===== src/rtl/mips_ctrl_fsm.sv =====
// mips_ctrl_fsm: multi-cycle control sequencer for the 8-bit MIPS datapath.
// Steps each instruction through IF/ID/RR/EX/(MEM)/(RWB), drives the memory
// handshake and datapath strobes, and halts on HALT or on a memory timeout.
module mips_ctrl_fsm #(
    parameter int unsigned MEM_TIMEOUT = 8
) (
    input  logic       clk,
    input  logic       reset,
    input  logic [3:0] instr_opcode,
    input  logic       mem_ack,
    input  logic       zero_flag,
    output logic [2:0] current_state,
    output logic [3:0] OPCODE,
    output logic       mem_req,
    output logic       mem_we,
    output logic       mem_sel,
    output logic       ir_load,
    output logic       pc_inc,
    output logic       pc_load,
    output logic       rf_we,
    output logic       halted,
    output logic       mem_err
);

    localparam int unsigned CNT_W = 8;
    localparam int unsigned CMP_W = CNT_W + 1;

    localparam logic [3:0] OP_STORE  = 4'd11;
    localparam logic [3:0] OP_BRANCH = 4'd12;
    localparam logic [3:0] OP_LOAD   = 4'd13;
    localparam logic [3:0] OP_HALT   = 4'd15;

    typedef enum logic [2:0] {
        S_IF   = 3'b000,
        S_ID   = 3'b001,
        S_RR   = 3'b010,
        S_EX   = 3'b011,
        S_RWB  = 3'b100,
        S_MEM  = 3'b101,
        S_ILL  = 3'b110,
        S_HALT = 3'b111
    } state_t;

    state_t             state_q, state_d;
    logic [3:0]         opcode_q, opcode_d;
    logic [CNT_W-1:0]   cnt_q, cnt_d;
    logic               err_q, err_d;
    logic               timeout_hit;

    // Count reaches the limit in this cycle if one more unacked cycle is spent
    assign timeout_hit = (CMP_W'(cnt_q) + CMP_W'(1)) >= CMP_W'(MEM_TIMEOUT);

    assign current_state = state_q;
    assign OPCODE        = opcode_q;
    assign mem_err       = err_q;

    // State, latched opcode, timeout count and sticky error registers
    always_ff @(posedge clk) begin
        if (reset) begin
            state_q  <= S_IF;
            opcode_q <= 4'd0;
            cnt_q    <= '0;
            err_q    <= 1'b0;
        end else begin
            state_q  <= state_d;
            opcode_q <= opcode_d;
            cnt_q    <= cnt_d;
            err_q    <= err_d;
        end
    end

    // Next-state and strobe decode; count defaults to zero so any entry clears it
    always_comb begin
        state_d  = state_q;
        opcode_d = opcode_q;
        cnt_d    = '0;
        err_d    = err_q;
        mem_req  = 1'b0;
        mem_we   = 1'b0;
        mem_sel  = 1'b0;
        ir_load  = 1'b0;
        pc_inc   = 1'b0;
        pc_load  = 1'b0;
        rf_we    = 1'b0;
        halted   = 1'b0;

        unique case (state_q)
            S_IF: begin
                mem_req = 1'b1;
                if (mem_ack) begin
                    ir_load  = 1'b1;
                    pc_inc   = 1'b1;
                    opcode_d = instr_opcode;
                    state_d  = S_ID;
                end else if (timeout_hit) begin
                    err_d   = 1'b1;
                    state_d = S_HALT;
                end else begin
                    cnt_d = cnt_q + CNT_W'(1);
                end
            end
            S_ID: state_d = S_RR;
            S_RR: state_d = S_EX;
            S_EX: begin
                pc_load = (opcode_q == OP_BRANCH) && zero_flag;
                case (opcode_q)
                    OP_STORE, OP_LOAD: state_d = S_MEM;
                    OP_BRANCH:         state_d = S_IF;
                    OP_HALT:           state_d = S_HALT;
                    default:           state_d = S_RWB;
                endcase
            end
            S_MEM: begin
                mem_req = 1'b1;
                mem_sel = 1'b1;
                mem_we  = (opcode_q == OP_STORE);
                if (mem_ack) begin
                    state_d = (opcode_q == OP_LOAD) ? S_RWB : S_IF;
                end else if (timeout_hit) begin
                    err_d   = 1'b1;
                    state_d = S_HALT;
                end else begin
                    cnt_d = cnt_q + CNT_W'(1);
                end
            end
            S_RWB: begin
                rf_we   = 1'b1;
                state_d = S_IF;
            end
            S_HALT: halted = 1'b1;
            default: state_d = S_HALT;
        endcase
    end

endmodule


===== config.mk =====
export PLATFORM = sky130hd
export DESIGN_NAME = mips_ctrl_fsm
export DESIGN_NICKNAME = d
export VERILOG_FILES = /design/src/rtl/mips_ctrl_fsm.sv
export SDC_FILE = /design/constraint.sdc
export NUM_CORES = 1
export LEC_CHECK = 0
export BUFFER_PORTS_ARGS = -buffer_cell sky130_fd_sc_hd__buf_2
export CORE_MARGIN = 1.5
export CORE_UTILIZATION = 47
export DETAILED_ROUTE_END_ITERATION = 7
export PLACE_DENSITY = 0.72
export REMOVE_ABC_BUFFERS = 1
export SKIP_LAST_GASP = 1
export SYNTH_ARGS = -nofsm -noshare
export SYNTH_HDL_FRONTEND = slang
export SYNTH_SLANG_ARGS = --single-unit

===== constraint.sdc =====
create_clock -name clk -period 1.79 [get_ports clk]
set_clock_uncertainty 0.05 [all_clocks]
set_input_delay 0.0895 -clock clk [delete_from_list [all_inputs] [get_ports clk]]
set_output_delay 0.0895 -clock clk [all_outputs]
set_load 0.1 [all_outputs]

Yosys cells after proc, flatten, opt, wreduce, memory -nomap -nowiden --
Index checks and enable logic that the tools add are counted. W data, S select, Z words.
Operators by class: $add $sub $neg 2, $lt $le $gt $ge 1, equal/unequal tests 10, multiplexer cells 14, bitwise operators 2, reduce and logical (&&, ||, !) cells 7
Operators by type and width (count):
- $pmux W3 S7 | 1
- $eq A4 B4 Y1 const B | 4
- $mux W3 | 4
- $add A8 B1 Y9 const B | 1
- $eq A3 B3 Y1 const B | 3
- $ge A9 B4 Y1 const B | 1
- $pmux W3 S3 | 1
- $add A8 B1 Y8 const B | 1
- $mux W1 | 8
- $eq A3 B2 Y1 const B | 2
- $reduce_or A2 Y1 | 2
- $reduce_or A4 Y1 | 1
- $eq A3 B1 Y1 const B | 1
- $logic_not A3 Y1 | 1
- $reduce_and A3 Y1 | 1
- $not A1 Y1 | 2
- $reduce_and A2 Y1 | 1
- $logic_and A1 B1 Y1 | 1
Storage, ports and cells: flip-flop bits (word level) 16, bits of input ports 8, output and inout port bits 16, word-level logic and storage cells 40

Depth between registers and ports, before layout --
Gate-level depths: netlist of the first run.
depth after elaboration 5, depth in mapped cells 5, gate-level depth less buffers 5

Least setup slack after synthesis of the first run --
No wires, ideal clock.
path kind flip-flop to output port, start point reg state_q[0] (netlist: current_state[0]), end point out mem_we, arrival time 4160 ps, data required time 1651 ps, path slack -2510 ps, stages on the path, launching flop included 3, buffers on the path 0, cells stage by stage dfxtp_1 -> nand2_2 -> nor4_1
Between the ends: cells in the longest elaborated chain, start to end 2
RTL lines:
- start: declaration | line 44 | state_t state_q, state_d;
- start signal: assignment | line 65 | state_q <= state_d;
- $eq A3 B3 Y1 | line 87 | unique case (state_q)
- $mux W1 | line 87
- end: declaration | line 15 | output logic mem_we,
Every way passes these cells.

Worst setup path after layout of the first run --
start point reg opcode_q[2] (netlist: OPCODE[2]), end point out pc_load
Between the ends: cells in the longest elaborated chain, start to end 3
RTL lines:
- start: declaration | line 45 | logic [3:0] opcode_q, opcode_d;
- start signal: assignment | line 66 | opcode_q <= opcode_d;
- $eq A4 B4 Y1 | line 105 | pc_load = (opcode_q == OP_BRANCH) && zero_flag;
- $logic_and A1 B1 Y1 | line 105
- $mux W1 | line 87
- end: declaration | line 19 | output logic pc_load,
Every way passes these cells.

==> results.yml, run 1 <==
final_layout:
  nFillCells: 138
  syn_to_final_growth_pct: 30.8
  diodes: 0
  layout-drive-gt1-share: 0.346
  design_area_sq_um: 962
  nNetsFinal: 119
  fin_util: 0.646
yosys:
  ys_warn_count: 0
  synth_top_cell_area_share: 0.435
  synth_edf_count: 0
  ys_types: 36
  async_reset_ff_frac: 0
  yosys.area.top_type: "dfxtp_1"
  syn_area_sq_um: 736
  synthFlopType: "dfxtp_1"
  yosysMostFrequentCell: "dfxtp_1"
  ys_top_cells_by_area: "dfxtp_1 44%, mux2i_1 5.4%, nor2_1 3.6%, ha_1 3.4%, o21ai_0 3.4%"
  yosys_register_bits: 16
  synth.avg_cell_area_sq_um: 9.43
  seq_area_frac_synth: 0.435
  syn-instance-count: 78
  synth_commonest_cells: "16 x dfxtp_1, 7 x nor2_1, 5 x o21ai_0"
critical_path:
  worst_setup_path_end_kind: "output port"
  start_kind: "flop"
  crit_chain: "nor4bb_2, and3_1, buf_12"
  slowest_stage: "dfxtp_1"
  cp_max_fo: 7
  ff2ff_path_depth: 4
  critPathMaxStageDelay_ps: 440
  critPathArrivalTime_ps: 1540
  required_ps: 1650
  critPathKind: "flop to output port"
floorplanning:
  ios: 24
  rows: 14
  die_area_sq_um: 1810
  core-area_sq_um: 1490
  start_util: 0.494
  die_h_um: 42.6
  die_w_um: 42.6
routing:
  top_layer: "met4"
  wirelength_met1_um: 646
  wl_met3_um: 57
  vias: 653
  ant_nets: 0
  drc: 0
  met2_length_um: 649
  dr.pass1.iters: 4
  dr.first_iter.drc_count: 7
  wire_per_inst_um: 11.1
  wl_um: 1360
  avgViaCountPerCell: 5.31
clock_network:
  h-tree-depth: 1
  clk_pin_slew_ps: 80
  clk_path_buf_depth: 2
  cts_tree: "done"
  ctsRootBufferMaster: "clkbuf_4"
  insertion_delay_ps: 270
  cts_made_buffers: 3
  hold_buffers: 0
  clkSinkCount: 16
grt:
  grt_pass1_vias: 567
  globalRouteTotalUtil: 0.174
  gr-total-overflow: 0
  grt_max_degree: 14
  grt_pass1_wl_um: 2350
  antenna_found_initial: 0
timing:
  timing.final.crit_share: 0.939
  min_period_ps: 1680
  max_freq_ghz: 0.595
  grt_setup_unrepaired: "yes"
  drv_slew: 0
  setup_tns_ps: 0
  hold_viol: 0
  setup_violations: 0
placement:
  dp_hpwl_um: 1080
  gp_congestion: 0.785
  placed_area_sq_um: 923
  numPortBuffers: 23
run:
  drv_cap: 0
outcome:
  status: "complete, no violations"
min_path:
  hold_class: "input port to flop"
  whs_path_depth: 3
final timing paths:
path,start,end,slack (ps)
worst max-delay path,OPCODE[2],pc_load,110
worst min-delay path,instr_opcode[3],OPCODE[3],6
worst max register to register,current_state[2],cnt_q[2],320
worst min register to register,mem_err,mem_err,430
routing by layer:
layer | vias up | track usage
met5 | - | 0
met4 | 0 | 0.0750
met3 | 2 | 0.0647
met2 | 13 | 0.262
met1 | 298 | 0.223
li1 | 340 | -
cell type report:
class	count	area, sq um	area share
clock buffers	3	22.5	0.0234
inverters	3	11.3	0.0117
multi-input cells	60	410	0.427
flip-flops and latches	16	320	0.333
well taps	16	20.0	0.0208
repair buffers	25	178	0.185
repair_timing:
item,4_1_cts,5_1_grt
gates resized for setup,0,2
setup buffers,1,0
endpoints found under the setup margin,2,2
pin swaps,1,0
cells in the final DEF (no fill, tap or decap), types with 2 or more instances in the layout:
master / n
o21ai_0: 5
nand3_1: 2
and3_1: 3
buf_12: 3
dfxtp_1: 16
mux2i_1: 4
ha_1: 2
buf_4: 2
buf_2: 19
nor2_1: 7
o22ai_1: 3
conb_1: 5
inv_1: 3
clkbuf_4: 4
nor4_1: 2
a21oi_1: 4
and3_2: 2
nor3b_1: 2
per-stage QoR:
stage          setup slack, ps  std cells  hold WS [ps]
3_3_place_gp               300        119           286
4_1_cts                   47.0        123          6.01
2_1_floorplan            -2510         79           112
6_report                   109        123          5.75
3_5_place_dp               287        119           297
5_1_grt                  -19.6        123          7.39
registers in the layout (all words and copies together) (netlist names):
| register | cells |
|---|---|
| OPCODE | 4 |
| current_state | 3 |
| cnt_q | 8 |
| mem_err | 1 |
cells by family (layout without fill, tap and decap cells):
kind of cell	after synthesis	in the layout	synth area share
XOR/XNOR	1	1	0.0119
flip-flops	16	16	0.435
AO/OA/AOI/OAI	18	18	0.155
multiplexers	4	4	0.0544
buffers and inverters	6	31	0.0357
other	1	5	0.00510
adder cells (fa/ha/maj)	2	2	0.0340
AND/OR/NAND/NOR	30	30	0.269
critical path: cells and delay by family (launching register included):
kind | cells | cell delay, ps
buffers and inverters | 1 | 180
DFF | 1 | 440
and+or+nand+nor | 2 | 640
Power of run 1 is not shown: default switching activity piles up to over one toggle a cycle in this logic, so the estimate is an artifact.
==> run 2: changes to the inputs <==
Settings changed: BUFFER_PORTS_ARGS -buffer_cell sky130_fd_sc_hd__buf_2 to default, CORE_AREA from default to 2 2 39 41, CORE_MARGIN 1.5 to default, CORE_UTILIZATION 47 to default, DIE_AREA from default to 0 0 41 43, DONT_BUFFER_PORTS from default to 1, PLACE_DENSITY 0.72 to 0.68.
==> run 2 against run 1 <==
  * Wire length is 21% higher
  * Critical path depth stayed put
  * Via count is 2.6% higher
  * Design area is 17% higher
  * Hold slack better by 10 ps
  * First-iteration DRC count is 57% lower
  * Core utilization is 16 points higher
  * Non-clock buffer count is 2 lower
  * Sequential share of layout area is 4.8 points lower
  * Die area is 2.7% lower
  * Largest cell class unchanged
==> results.yml, run 2 (synthesis results as in run 1) <==
final_layout:
  mostFrequentLayoutCell: "dfxtp_1"
  largest_reg_flops: 8
  nNetsFinal: 117
  mostFrequentLayoutCells: "16 x dfxtp_1, 9 x buf_4, 6 x nor2_1"
  design_area_sq_um: 1120
  top_register: "cnt_q"
  diodes: 0
  nFillCells: 89
  syn_to_final_growth_pct: 52.6
  regArea_sq_um: 320
  multi_input_area_sq_um: 428
  layout-drive-gt1-share: 0.330
clock_network:
  clkSinkCount: 16
  insertion_delay_ps: 280
  cts_setup_buffers: 0
  clk_path_buf_depth: 2
  ctsRootBufferMaster: "clkbuf_4"
  cts_tree: "done"
  cts_made_buffers: 3
  h-tree-depth: 1
  clk_pin_slew_ps: 90
outcome:
  status: "complete, no violations"
timing:
  drv_slew: 0
  max_freq_ghz: 0.591
  grt_setup_unrepaired: "no"
  timing.final.crit_share: 0.946
  whs_ps: 16.1
  hold_viol: 0
  min_period_ps: 1690
  setup_violations: 0
floorplanning:
  die_h_um: 43
  start_util: 0.532
  rows: 14
  die_area_sq_um: 1760
  core-area_sq_um: 1380
  die_w_um: 41
  ios: 24
grt:
  grt_max_degree: 10
  grt_pass1_wl_um: 2590
  antenna_found_initial: 0
  globalRouteTotalUtil: 0.217
  gr-total-overflow: 0
  grt_pass1_vias: 626
placement:
  gp_congestion: 0.670
  placed_area_sq_um: 1030
  numPortBuffers: 0
  dp_hpwl_um: 1240
critical_path:
  required_ps: 1650
  critPathArrivalTime_ps: 1550
  start_kind: "flop"
  crit_chain: "nor4bb_2, and3_1, buf_12"
  critPathKind: "flop to output port"
  slowest_stage: "dfxtp_1"
  critPathMaxStageDelay_ps: 410
  cp_max_fo: 5
  worst_setup_path_end_kind: "output port"
run:
  drv_cap: 0
routing:
  avgViaCountPerCell: 5.49
  wl_um: 1650
  drc: 0
  dr.first_iter.drc_count: 3
  dr.pass1.iters: 4
  ant_nets: 0
  vias: 670
  wire_per_inst_um: 13.5
min_path:
  hold_class: "input port to flop"
==> run 2: cell count changes in the layout (fill, tap and decap cells not counted), moves of 2 or more <==
cell           previous run  this run
buf_2                    19         0
buf_12                    3         5
dlygate4sd3_1             0         5
buf_4                     2         9
clkbuf_16                 0         2
==> run 2: critical path: cells and delay by family, from the launching register on <==
| kind | cells | cell delay [ps] |
|---|---|---|
| flops | 1 | 410 |
| buf+inv | 1 | 190 |
| simple gates | 2 | 680 |
==> run 2: cell type report <==
class                      instances  share of cell area
multi-input combinational         60               0.381
sequential                        16               0.285
timing repair buffer              23               0.273
clock buffer                       4              0.0323
tap                               16              0.0178
inverter                           3              0.0100
==> run 2: repair_timing <==
action / 4_1_cts / 5_1_grt
hold buffers: 5 / 0
endpoints found under the hold margin: 8 / 0
gates resized for setup: 1 / 1
setup endpoints to repair: 1 / 1
==> run 2: per-layer routing <==
layer / wire, um / up-vias / global-route usage / share of wire
met1: 703 / 313 / 0.241 / 0.43
met5: 0 / - / 0 / 0
met2: 844 / 19 / 0.378 / 0.51
li1: - / 334 / - / -
met3: 70 / 4 / 0.0157 / 0.042
met4: 29 / 0 / 0.120 / 0.018
==> run 2: final timing paths <==
kind | start | to | slack [ps] | depth (start not counted)
worst max register to register | cnt_q[0] | cnt_q[0] | 280 | 5
worst max-delay path | OPCODE[2] | pc_load | 100 | 3
worst min register to register | mem_err | mem_err | 440 | 2
worst min-delay path | reset | cnt_q[0] | 20 | 2
==> run 2: stage by stage <==
step	worst slack [ps]	util	setup TNS, ps	std cells
2_1_floorplan	-2510	-	-16990	79
3_3_place_gp	319	0.741	0	113
3_5_place_dp	283	0.741	0	113
4_1_cts	79.8	0.808	0	122
5_1_grt	32.6	0.811	0	122
6_report	97.1	0.811	0	122
Power of run 2 is left out for the same reason.
